**src/rtl/cpu86_bpu_ras_ctrl_if.sv**
```systemverilog
// cpu86_bpu_ras_ctrl_if: branch-class stream, prediction stream, LIFO port and stats of the RAS controller.
interface cpu86_bpu_ras_ctrl_if #(
    parameter int DW    = 16,
    parameter int LEN_W = 4
);
    logic             flush;
    logic             br_s_tvalid;
    logic             br_s_tready;
    logic [1:0]       br_s_ttype;
    logic [DW-1:0]    br_s_tip;
    logic [LEN_W-1:0] br_s_tlen;
    logic             pred_m_tvalid;
    logic             pred_m_tready;
    logic             pred_m_ttaken;
    logic [DW-1:0]    pred_m_ttarget;
    logic             ras_push_vld;
    logic [DW-1:0]    ras_push_data;
    logic             ras_pop_vld;
    logic             ras_pop_ack;
    logic [DW-1:0]    ras_pop_data;
    logic [15:0]      stat_hit_cnt;
    logic [15:0]      stat_miss_cnt;
    logic [15:0]      stat_call_cnt;

    modport slave (
        input  flush, br_s_tvalid, br_s_ttype, br_s_tip, br_s_tlen, pred_m_tready, ras_pop_vld, ras_pop_data,
        output br_s_tready, pred_m_tvalid, pred_m_ttaken, pred_m_ttarget, ras_push_vld, ras_push_data,
               ras_pop_ack, stat_hit_cnt, stat_miss_cnt, stat_call_cnt
    );

    modport master (
        output flush, br_s_tvalid, br_s_ttype, br_s_tip, br_s_tlen, pred_m_tready, ras_pop_vld, ras_pop_data,
        input  br_s_tready, pred_m_tvalid, pred_m_ttaken, pred_m_ttarget, ras_push_vld, ras_push_data,
               ras_pop_ack, stat_hit_cnt, stat_miss_cnt, stat_call_cnt
    );
endinterface

```
**src/rtl/cpu86_bpu_ras_ctrl.sv**
```systemverilog
// cpu86_bpu_ras_ctrl: return-address-stack controller; pushes on CALL, pops/predicts on RET, drains on flush.
// Optional statistics counters enabled by defining CPU86_BPU_RAS_STATS_EN.
module cpu86_bpu_ras_ctrl #(
    parameter int DW    = 16,
    parameter int LEN_W = 4,
    parameter int DEPTH = 16
) (
    input logic                clk,
    input logic                resetn,
    cpu86_bpu_ras_ctrl_if.slave bus
);
    localparam int CW = $clog2(DEPTH + 1);

    typedef enum logic {RUN, DRAIN} state_t;

    state_t        state;
    logic          pred_vld;
    logic          pred_taken;
    logic [DW-1:0] pred_target;
    logic [CW-1:0] drain_cnt;
    logic          acc;
    logic          is_call;
    logic          is_ret;
    logic          ret_hit;
    logic          cnt_max;
    logic          drain_pop;

    always_comb begin
        bus.br_s_tready    = (state == RUN) & !bus.flush & (!pred_vld | bus.pred_m_tready);
        acc                = bus.br_s_tvalid & bus.br_s_tready;
        is_call            = acc & (bus.br_s_ttype == 2'd1);
        is_ret             = acc & (bus.br_s_ttype == 2'd2);
        ret_hit            = is_ret & bus.ras_pop_vld;
        cnt_max            = drain_cnt == CW'(DEPTH);
        drain_pop          = (state == DRAIN) & !bus.flush & bus.ras_pop_vld & !cnt_max;
        bus.ras_push_vld   = is_call;
        bus.ras_push_data  = is_call ? bus.br_s_tip + DW'(bus.br_s_tlen) : '0;
        bus.ras_pop_ack    = ret_hit | drain_pop;
        bus.pred_m_tvalid  = pred_vld;
        bus.pred_m_ttaken  = pred_taken;
        bus.pred_m_ttarget = pred_target;
    end

    always_ff @(posedge clk or negedge resetn) begin
        if (!resetn) begin
            state       <= RUN;
            pred_vld    <= 1'b0;
            pred_taken  <= 1'b0;
            pred_target <= '0;
            drain_cnt   <= '0;
        end else begin
            // a flush while already draining restarts the drain rather than leaving it
            if (bus.flush) begin
                state     <= (state == DRAIN || bus.ras_pop_vld) ? DRAIN : RUN;
                drain_cnt <= '0;
            end else if (state == DRAIN) begin
                if (!bus.ras_pop_vld || cnt_max)
                    state <= RUN;
                else
                    drain_cnt <= drain_cnt + 1'b1;
            end
            if (bus.flush)
                pred_vld <= 1'b0;
            else if (acc) begin
                pred_vld    <= 1'b1;
                pred_taken  <= ret_hit;
                pred_target <= ret_hit ? bus.ras_pop_data : '0;
            end else if (bus.pred_m_tready)
                pred_vld <= 1'b0;
        end
    end

`ifdef CPU86_BPU_RAS_STATS_EN
    logic [15:0] hit_cnt;
    logic [15:0] miss_cnt;
    logic [15:0] call_cnt;

    always_ff @(posedge clk or negedge resetn) begin
        if (!resetn) begin
            hit_cnt  <= '0;
            miss_cnt <= '0;
            call_cnt <= '0;
        end else begin
            if (ret_hit && hit_cnt != 16'hFFFF)
                hit_cnt <= hit_cnt + 1'b1;
            if (is_ret && !bus.ras_pop_vld && miss_cnt != 16'hFFFF)
                miss_cnt <= miss_cnt + 1'b1;
            if (is_call && call_cnt != 16'hFFFF)
                call_cnt <= call_cnt + 1'b1;
        end
    end

    assign bus.stat_hit_cnt  = hit_cnt;
    assign bus.stat_miss_cnt = miss_cnt;
    assign bus.stat_call_cnt = call_cnt;
`else
    assign bus.stat_hit_cnt  = '0;
    assign bus.stat_miss_cnt = '0;
    assign bus.stat_call_cnt = '0;
`endif
endmodule

```
**src/flat_wrapper.sv**
```systemverilog
// flat-port wrapper written by rule: the top's interface ports become plain ports
module cpu86_bpu_ras_ctrl_flat 
#(
    parameter int DW    = 16,
    parameter int LEN_W = 4,
    parameter int DEPTH = 16
)
  (clk, resetn, bus_flush, bus_br_s_tvalid, bus_br_s_ttype, bus_br_s_tip, bus_br_s_tlen, bus_pred_m_tready, bus_ras_pop_vld, bus_ras_pop_data, bus_br_s_tready, bus_pred_m_tvalid, bus_pred_m_ttaken, bus_pred_m_ttarget, bus_ras_push_vld, bus_ras_push_data, bus_ras_pop_ack, bus_stat_hit_cnt, bus_stat_miss_cnt, bus_stat_call_cnt);
  cpu86_bpu_ras_ctrl_if #(.DW(DW), .LEN_W(LEN_W)) bus_i ();
  input logic clk;
  input logic resetn;
  input wire logic [$bits(bus_i.flush)-1:0] bus_flush;
  input wire logic [$bits(bus_i.br_s_tvalid)-1:0] bus_br_s_tvalid;
  input wire logic [$bits(bus_i.br_s_ttype)-1:0] bus_br_s_ttype;
  input wire logic [$bits(bus_i.br_s_tip)-1:0] bus_br_s_tip;
  input wire logic [$bits(bus_i.br_s_tlen)-1:0] bus_br_s_tlen;
  input wire logic [$bits(bus_i.pred_m_tready)-1:0] bus_pred_m_tready;
  input wire logic [$bits(bus_i.ras_pop_vld)-1:0] bus_ras_pop_vld;
  input wire logic [$bits(bus_i.ras_pop_data)-1:0] bus_ras_pop_data;
  output wire logic [$bits(bus_i.br_s_tready)-1:0] bus_br_s_tready;
  output wire logic [$bits(bus_i.pred_m_tvalid)-1:0] bus_pred_m_tvalid;
  output wire logic [$bits(bus_i.pred_m_ttaken)-1:0] bus_pred_m_ttaken;
  output wire logic [$bits(bus_i.pred_m_ttarget)-1:0] bus_pred_m_ttarget;
  output wire logic [$bits(bus_i.ras_push_vld)-1:0] bus_ras_push_vld;
  output wire logic [$bits(bus_i.ras_push_data)-1:0] bus_ras_push_data;
  output wire logic [$bits(bus_i.ras_pop_ack)-1:0] bus_ras_pop_ack;
  output wire logic [$bits(bus_i.stat_hit_cnt)-1:0] bus_stat_hit_cnt;
  output wire logic [$bits(bus_i.stat_miss_cnt)-1:0] bus_stat_miss_cnt;
  output wire logic [$bits(bus_i.stat_call_cnt)-1:0] bus_stat_call_cnt;
  assign bus_i.flush = bus_flush;
  assign bus_i.br_s_tvalid = bus_br_s_tvalid;
  assign bus_i.br_s_ttype = bus_br_s_ttype;
  assign bus_i.br_s_tip = bus_br_s_tip;
  assign bus_i.br_s_tlen = bus_br_s_tlen;
  assign bus_i.pred_m_tready = bus_pred_m_tready;
  assign bus_i.ras_pop_vld = bus_ras_pop_vld;
  assign bus_i.ras_pop_data = bus_ras_pop_data;
  assign bus_br_s_tready = bus_i.br_s_tready;
  assign bus_pred_m_tvalid = bus_i.pred_m_tvalid;
  assign bus_pred_m_ttaken = bus_i.pred_m_ttaken;
  assign bus_pred_m_ttarget = bus_i.pred_m_ttarget;
  assign bus_ras_push_vld = bus_i.ras_push_vld;
  assign bus_ras_push_data = bus_i.ras_push_data;
  assign bus_ras_pop_ack = bus_i.ras_pop_ack;
  assign bus_stat_hit_cnt = bus_i.stat_hit_cnt;
  assign bus_stat_miss_cnt = bus_i.stat_miss_cnt;
  assign bus_stat_call_cnt = bus_i.stat_call_cnt;
  cpu86_bpu_ras_ctrl #(.DW(DW), .LEN_W(LEN_W), .DEPTH(DEPTH)) u_core (.clk(clk), .resetn(resetn), .bus(bus_i));
endmodule
```
**config.mk**
```make
export PLATFORM = sky130hd
export DESIGN_NAME = cpu86_bpu_ras_ctrl_flat
export DESIGN_NICKNAME = d
export VERILOG_FILES = /design/src/rtl/cpu86_bpu_ras_ctrl_if.sv /design/src/rtl/cpu86_bpu_ras_ctrl.sv /design/src/flat_wrapper.sv
export SDC_FILE = /design/constraint.sdc
export NUM_CORES = 1
export LEC_CHECK = 0
export CELL_PAD_IN_SITES_DETAIL_PLACEMENT = 0
export CELL_PAD_IN_SITES_GLOBAL_PLACEMENT = 2
export CORE_ASPECT_RATIO = 1.4
export CORE_MARGIN = 3
export CORE_UTILIZATION = 17
export DETAILED_ROUTE_END_ITERATION = 10
export MAX_ROUTING_LAYER = met4
export PLACE_DENSITY = 0.88
export SYNTH_ARGS = -nofsm -noshare
export SYNTH_HDL_FRONTEND = slang
export SYNTH_SLANG_ARGS = --single-unit
```
**constraint.sdc**
```tcl
create_clock -name clk -period 2.7 [get_ports clk]
set_input_delay 0.54 -clock clk [delete_from_list [all_inputs] [get_ports clk]]
set_output_delay 0.54 -clock clk [all_outputs]
set_load 0.1 [all_outputs]
```
==> results of run 1 <==
cells in the mapped netlist, drive strengths merged, types with 4 or more instances:
cell    number
xnor2        5
a211oi       4
ha           6
dfrtp       24
a22o        16
a21o         4
o21ai        5
o31ai        5
buf         50
nand2        6
clkbuf       4
or4          6
a21oi        9
inv          9
nand3        6
nor2        14
area by class of cell:
type | count | share of cell area (%)
multi-input cells | 160 | 38.4
repair buffers | 125 | 36.4
flip-flops and latches | 24 | 16.8
well taps | 138 | 4.81
clock buffers | 4 | 2.47
inverters | 9 | 1.05
repair_timing:
action                                  in CTS  in global routing
endpoints found under the setup margin      16                 11
resized for setup                           60                 15
pin swaps                                   21                 20
buffers inserted                             5                  7
worst paths after layout:
| kind | from | end | cells after the start |
|---|---|---|---|
| max | bus_br_s_tip[0] | bus_ras_push_data[12] | 9 |
| min | u_core.bus.pred_m_ttaken$_DFFE_PN0P_ | u_core.bus.pred_m_ttaken$_DFFE_PN0P_ | 1 |
| max reg2reg | u_core.drain_cnt[0]$_DFFE_PN0P_ | u_core.drain_cnt[1]$_DFFE_PN0P_ | 6 |
| min reg2reg | u_core.bus.pred_m_ttaken$_DFFE_PN0P_ | u_core.bus.pred_m_ttaken$_DFFE_PN0P_ | 1 |
| max in group asynchronous | resetn | u_core.bus.pred_m_tvalid$_DFFE_PN0P_ | 2 |
| min in group asynchronous | resetn | u_core.bus.pred_m_tvalid$_DFFE_PN0P_ | 2 |
kinds of logic after synthesis:
| kind of cell | Yosys count |
|---|---|
| and+or+nand+nor | 50 |
| xor gates and xnor gates | 8 |
| other | 1 |
| adders and majority gates | 7 |
| AOI/OAI and AO/OA | 46 |
| muxes | 1 |
| DFF | 24 |
| buffers and inverters | 63 |
stage by stage:
stage | hold WS [ps] | utilization, %
floorplan | 244 | -
detailed placement | 493 | 31.6
finish | 506 | 34.1
CTS | 511 | 33.2
global placement | 470 | 31.6
global route | 515 | 34.1
placed cells by master, fill, tap and decap left out, drive strengths merged, types with 4 or more instances in the layout:
| master | instances |
|---|---|
| or4 | 6 |
| a211oi | 4 |
| a21oi | 9 |
| nand2 | 6 |
| xnor2 | 5 |
| conb | 48 |
| clkbuf | 4 |
| dlygate4sd2 | 8 |
| dlymetal6s2s | 4 |
| nor2 | 14 |
| inv | 8 |
| buf | 90 |
| o21ai | 5 |
| nand3 | 6 |
| a22o | 16 |
| dfrtp | 24 |
| ha | 6 |
| a21o | 4 |
| clkdlybuf4s50 | 23 |
| o31ai | 5 |
layer usage:
layer  global-route usage, %  vias up  routed length [um]
li1                        -      853                   -
met1                    9.35      844                1950
met2                    16.5       70                3260
met3                    1.21        6                 367
met4                    2.72        0                  77
met5                       -        -                   0
critical path, stage by stage:
cell and delay [ps]:
buf_6 70, ha_4 140, inv_2 40, fa_2 330, nand2b_4 150, a21o_4 230, or4_4 530, a21oi_4 160
buf_12 190
power by group through the flow:
stage / sequential (uW) / clock (uW) / combinational (uW)
global placement: 405 / 0 / 797
CTS: 400 / 351 / 822
floorplan: 535 / 0 / 518
finish: 400 / 343 / 842
global route: 402 / 370 / 876
detailed placement: 404 / 0 / 804
registers in the layout, indices dropped and copies added (netlist names):
name,flops
u_core.bus.pred_m_ttarget,16
u_core.drain_cnt,5
u_core.state,1
u_core.bus.pred_m_ttaken,1
u_core.bus.pred_m_tvalid,1
==> flow_summary.toml, run 1 <==
[timing]
slew_violations = 0
hold_viol_final = 0
setup_viol = 7
period_share_pct = 108
min_period_ps = 2910
rsz0062_at_grt = "yes"
layout_setup_ws_ps = -214
setup-tns-final_ps = -694
fmax_mhz = 343
skew_ps = 1.10

[die]
start_util_pct = 17.7
core-area_um2 = 10500
io_pins = 129
die_y_um = 130
num_rows = 44
dieArea_um2 = 12300
die_w_um = 94.5

[power_and_ir_drop]
combPwrFrac_pct = 53.1
pwr-share-seq_pct = 25.2
peakVddDrop_uv = 323
p_switching_uw = 755
power_density_nw_per_um2 = 442
pwr-share-clk_pct = 21.6
leakage_uw = 0.00162
power_uw = 1590
switching_share_pct = 47.6
p_int_uw = 830

[routing]
drt_iter0_drc = 9
num_vias = 1773
drt-total-wl_um = 5660
wire_per_inst_um = 12.3
drtPass1Iterations = 3
postRouteAntennaNets = 0
drc = 0
drt-vias-per-instance = 3.85

[clocking]
clk_pin_slew_ps = 60
cts_root_buf = "clkbuf_16"
clk_latency_ps = 250
cts_tree = "built"
ctsHoldBuffers = 0
clockBufferDepth = 2
htree_levels = 1
clkSinkCount = 24
cts_made_buffers = 3

[run_status]
violations = "negative setup slack"
outcome = "finished with violations"

[synthesis]
synth_top_family_by_area = "buffers and inverters"
netlist.area_leader.share_pct = 32.2
synth_area_leaders = "dfrtp_1 32%, buf_4 20%, a22o_1 7.5%, ha_1 4.0%, nor2_1 2.6%"
yosys.cell_types.count = 39
syn_area_per_cell_um2 = 9.32
syn_inst = 200
yosys_warnings = 0
synthArstFlopShare_pct = 100
synth_compound_area_share_pct = 17.9
ys_ff_latch = 24
muxShareOfSynthArea_pct = 0.537
synth_seq_area_share_pct = 32.2
synth_fa_ha_area_share_pct = 5.10
synthSimpleGateAreaFrac_pct = 17.3
netlist_area_um2 = 1860
synth-xor-area-share_pct = 3.76
synth_edf_count = 0
synth_top_area_cell = "dfrtp_1"
synth_ff_type = "dfrtp_1"

[global_route]
antenna_found_initial = 0
grt_pass1_wl_um = 8460
grtUsageTotal_pct = 8.76
grt_pass1_vias = 1777
grt_max_degree = 25
grt_overflow = 0

[layout]
syn2layout_area_growth_pct = 92.7
multiInputGateArea_um2 = 1380
antenna_cells = 0
regArea_um2 = 604
nNetsFinal = 374
fillerInstances = 1069
drive_gt1_share_pct = 46.0
fin_area_um2 = 3590
final_cells = 460

[placement]
dpl-instance-area_um2 = 3330
place.gp.congestion = 0.714
dp_cells = 446
io_buffers = 80
post-place-ws_ps = -759
dp_hpwl_um = 4580

[critical_path]
cp_max_fo = 7
cp-end-kind = "output port"
critPathArrivalTime_ps = 2370
regToRegSetupSlack_ps = 1270
crit_required_ps = 2160
cp-start-kind = "input port"
path_class = "in -> out"

[worst_hold_path]
hold_path_class = "reg -> reg"

[flow_run]
cap_violations = 0
(Power assumes the default switching activity.)
==> run 2, diff against run 1 <==
- CORE_UTILIZATION: 17 -> 20
- PLACE_DENSITY: 0.88 -> 0.95
- clock period: 2.7 -> 3.59 ns (I/O delays scaled with it)
==> run 2 against run 1 <==
The run now ends clean. Highest routed layer unchanged. Wire length shrank 12%. Register-to-register slack gained 780 ps. Clock skew grew 1.2 ps. Non-clock buffer count shrank 25. Final area shrank 14%.
==> flow_summary.toml, run 2 (synthesis gave the netlist of run 1 again) <==
[clocking]
ctsHoldBuffers = 0
clk_latency_ps = 250
cts_tree = "built"
clockBufferDepth = 2
clk_pin_slew_ps = 60
htree_levels = 1
cts_made_buffers = 3
cts_root_buf = "clkbuf_16"
clkSinkCount = 24

[routing]
drc = 0
drt-vias-per-instance = 4.15
postRouteAntennaNets = 0
met1Wirelength_um = 2030
drt_iter0_drc = 26
num_vias = 1673
route.met2.wl_um = 2540
drtPass1Iterations = 4
top_layer_used = "met4"
wire_per_inst_um = 12.4
met3_length_um = 328
drt-total-wl_um = 5010

[layout]
nNetsFinal = 349
syn2layout_area_growth_pct = 65.2
layout_commonest_cell = "clkdlybuf4s50_1"
final_cell_mix = "57 x clkdlybuf4s50_1, 48 x conb_1, 24 x dfrtp_1"
fin_util_pct = 34.1
largest_reg_flops = 16
drive_gt1_share_pct = 23.0
antenna_cells = 0
final_cells = 403

[power_and_ir_drop]
switching_share_pct = 48.4
p_switching_uw = 534
pwr-share-clk_pct = 21.0
leakage_uw = 0.00138
pwr-share-seq_pct = 27.1
power_density_nw_per_um2 = 358
combPwrFrac_pct = 52.0
p_int_uw = 569
peakVddDrop_uv = 329

[placement]
dp_cells = 395
dp_hpwl_um = 4060
place.gp.congestion = 0.820
post-place-ws_ps = -265
io_buffers = 80

[timing]
tightestPinTransition_ps = 1060
hold_viol_final = 0
slew_headroom_pct = 29.0
period_share_pct = 96.1
layout_setup_ws_ps = 139
fmax_mhz = 290
setup-tns-final_ps = 0
setup_viol = 0
slew_violations = 0
rsz0062_at_grt = "no"
min_period_ps = 3450
skew_ps = 2.29

[run_status]
outcome = "complete, no violations"

[global_route]
grt_pass1_wl_um = 7780
grtUsageTotal_pct = 9.21
grt_pass1_vias = 1645
grt_overflow = 0
grt_max_degree = 25
antenna_found_initial = 0

[critical_path]
crit_required_ps = 2870
cp_slowest_cell = "or4_4"
critPathArrivalTime_ps = 2730
cp-start-kind = "input port"
regToRegSetupSlack_ps = 2050
crit_chain = "dlygate4sd2_1, ha_2, inv_2, fa_2, nand2b_4, a21o_4, or4_4, a21oi_4, buf_12"
path_class = "in -> out"
path_buf_inv = 3
cp_max_fo = 7
path_delay_family = "simple AND/OR/NAND/NOR gates"
cp-end-kind = "output port"
slowest_delay_ps = 500

[flow_run]
cap_violations = 0

[die]
die_y_um = 120
start_util_pct = 20.6
core-area_um2 = 9030
dieArea_um2 = 10500
io_pins = 129
die_w_um = 87.6
num_rows = 41

[worst_hold_path]
hold_path_class = "reg -> reg"
## run 2: repair_timing
| action | 4_1_cts | 5_1_grt |
|---|---|---|
| gates resized for setup | 13 | 2 |
| endpoints found under the setup margin | 9 | 6 |
| pin swaps | 8 | 4 |
| buffers inserted | 4 | 1 |
## run 2: path summary, 6_finish.rpt
check	from	end	cells after the start
max	bus_br_s_tlen[0]	bus_ras_push_data[10]	9
min	u_core.bus.pred_m_ttaken$_DFFE_PN0P_	u_core.bus.pred_m_ttaken$_DFFE_PN0P_	1
max reg2reg	u_core.bus.pred_m_tvalid$_DFFE_PN0P_	u_core.bus.pred_m_ttarget[12]$_DFFE_PN0P_	5
min reg2reg	u_core.bus.pred_m_ttaken$_DFFE_PN0P_	u_core.bus.pred_m_ttaken$_DFFE_PN0P_	1
max in group asynchronous	resetn	u_core.bus.pred_m_ttarget[0]$_DFFE_PN0P_	1
min in group asynchronous	resetn	u_core.bus.pred_m_ttarget[3]$_DFFE_PN0P_	1
## run 2: power by group through the flow
stage	Clock, uW	Sequential [uW]	Combinational (uW)
2_1_floorplan	0	401	363
3_3_place_gp	0	303	555
3_5_place_dp	0	303	559
4_1_cts	239	299	571
5_1_grt	250	301	597
6_report	231	299	573
## run 2: per-layer routing
layer / vias to the layer above / track usage (%)
met2: 78 / 15.3
met3: 8 / 0.682
met4: 0 / 2.50
met1: 782 / 12.0
met5: - / -
li1: 805 / -
## run 2: final cells by class
type,instances,area (um^2)
fill,930,5950
timing repair buffer,100,1130
multi-input combinational,160,1110
sequential,24,601
tap,107,134
clock buffer,3,75.1
inverter,9,33.8
## run 2: through the flow
step / power, uW / cell area [um^2] / hold slack [ps]
final: 1100 / 3080 / 489
after global routing: 1150 / 3080 / 519
after CTS: 1110 / 3060 / 491
after detailed placement: 862 / 2920 / 466
after global placement: 858 / 2920 / 458
after floorplan: 764 / 2090 / 422
==> run 3, diff against run 2 <==
- CORE_ASPECT_RATIO: 1.4 -> default
- SETUP_SLACK_MARGIN: default -> 0.5
==> run 3 against run 2 <==
Sequential share of layout area down 1.7 points. Final area up 9.6%. Clock-buffer cell count up 1. Clock skew up 0.80 ps. Via count up 1.7%. Highest routed layer unchanged.
==> flow_summary.toml, run 3 (synthesis gave the netlist of run 1 again) <==
[layout]
syn2layout_area_growth_pct = 81.0
nNetsFinal = 350
final_cells = 406
final_cell_mix = "48 x conb_1, 43 x clkdlybuf4s50_1, 23 x dfrtp_1"
largest_reg_flops = 16
drive_gt1_share_pct = 34.2
antenna_cells = 0
layout_commonest_cell = "conb_1"
fin_area_um2 = 3370

[timing]
setup_viol = 0
hold_viol_final = 0
tightestPinTransition_ps = 1070
skew_ps = 3.10
rsz0062_at_grt = "yes"
fmax_mhz = 304
slew_violations = 0
min_period_ps = 3280
slew_headroom_pct = 28.7
period_share_pct = 91.5

[power_and_ir_drop]
pwr-share-seq_pct = 27.2
peakVddDrop_uv = 242
p_switching_uw = 563
power_density_nw_per_um2 = 326
p_int_uw = 536
switching_share_pct = 51.2
leakage_uw = 0.00142
pwr-share-clk_pct = 16.7
combPwrFrac_pct = 56.1

[die]
core-area_um2 = 8890
io_pins = 129
dieArea_um2 = 10500
start_util_pct = 21.0
die_y_um = 103
die_w_um = 103
num_rows = 34

[routing]
drt-vias-per-instance = 4.19
wire_per_inst_um = 13.6
drt_iter0_drc = 24
num_vias = 1701
postRouteAntennaNets = 0
drtPass1Iterations = 4
drc = 0
drt-total-wl_um = 5530

[clocking]
htree_levels = 1
clk_latency_ps = 260
cts_root_buf = "clkbuf_8"
cts_tree = "built"
clkSinkCount = 24
cts_made_buffers = 3
clockBufferDepth = 2
clk_pin_slew_ps = 90

[placement]
dpl-instance-area_um2 = 3070
io_buffers = 80
dp_hpwl_um = 4120
place.gp.congestion = 0.810
dp_cells = 392

[worst_hold_path]
min-delay-start = "u_core.bus.pred_m_ttaken$_DFFE_PN0P_"
whs_path_depth = 1
whs_endpoint = "u_core.bus.pred_m_ttaken$_DFFE_PN0P_"
hold_path_class = "reg -> reg"

[critical_path]
cp-start-kind = "input port"
critPathArrivalTime_ps = 2570
slowest_delay_ps = 530
crit_chain = "buf_6, ha_4, inv_2, fa_2, nand2b_4, a21o_4, or4_4, a21oi_4, buf_12"
path_class = "in -> out"
reg2regPathDepth = 6
cp_max_fo = 6
cp-end-kind = "output port"
regToRegSetupSlack_ps = 1920
cp_slowest_cell = "or4_4"
reg2reg_from = "u_core.state$_DFF_PN0_"
r2r-end = "u_core.bus.pred_m_ttarget[5]$_DFFE_PN0P_"
crit_required_ps = 2870

[global_route]
grt_pass1_wl_um = 8340
antenna_found_initial = 0
grt_util_met2_pct = 18.4
busiest_layer = "met2"
grt_max_degree = 25
grtUsageTotal_pct = 10.1
grt_overflow = 0
grt_pass1_vias = 1759
grt_use_met1_pct = 11.9
grtUsageMet3_pct = 0.880

[run_status]
outcome = "complete, no violations"

[flow_run]
cap_violations = 0
[run 3: changes by cell type in the layout (fill, tap and decap cells not counted), moves of 5 or more]
cell / change
a21oi_4: +6
buf_4: -5
buf_6: +5
clkdlybuf4s50_1: -14
dlygate4sd2_1: +8
nor2_4: +6
[run 3: final cells by class]
cell class	instances	area, um^2
multi-input cells	161	1400
clock buffers	4	55.1
fillers	891	5520
well taps	108	135
repair buffers	100	1150
inverters	9	37.5
flip-flops and latches	24	602
[run 3: worst max-delay path by stage]
stage	from	to	slack [ps]	depth (start not counted)
after detailed placement	bus_br_s_tlen[0]	bus_ras_push_data[10]	-220	9
after global routing	bus_br_s_tip[0]	bus_ras_push_data[10]	250	9
after CTS	bus_br_s_tip[0]	bus_ras_push_data[10]	240	9
after global placement	bus_br_s_tlen[0]	bus_ras_push_data[12]	-200	9
final	bus_br_s_tip[0]	bus_ras_push_data[14]	310	9
after floorplan	bus_br_s_tlen[0]	bus_ras_push_data[12]	140	7
[run 3: repair_timing]
action,CTS,global route
resized for setup,50,17
gates cloned,1,0
pin swaps,23,13
hold endpoints to repair,0,0
hold buffers,0,0
endpoints found under the setup margin,14,13
buffers inserted,7,2
[run 3: per-stage QoR]
step                      util [%]  total power, uW  hold WS, ps  setup slack (ps)  setup TNS (ps)
final                         37.9             1100          496               306               0
after global routing          37.9             1140          535               253               0
after global placement        34.5              874          460              -199            -842
after floorplan                  -              785          422               138               0
after detailed placement      34.5              877          469              -225           -1060
after CTS                     36.8             1090          496               244               0
[run 3: critical path: cells and delay by family]
family | cells | cell delay, ps
simple gates | 2 | 680
compound gates | 2 | 390
buf+inv | 3 | 300
fa+ha+maj | 2 | 470
[run 3: routing by layer]
| metal | vias up | share of wire [%] |
|---|---|---|
| met3 | 4 | 5.4 |
| li1 | 812 | - |
| met4 | 0 | 1.1 |
| met1 | 820 | 41 |
| met2 | 65 | 53 |
| met5 | - | 0 |
[run 3: power groups by stage]
stage / logic [uW] / registers [uW] / clock network [uW]
floorplan: 383 / 402 / 0
CTS: 603 / 299 / 189
finish: 617 / 299 / 184
detailed placement: 574 / 303 / 0
global route: 640 / 301 / 202
global placement: 571 / 303 / 0
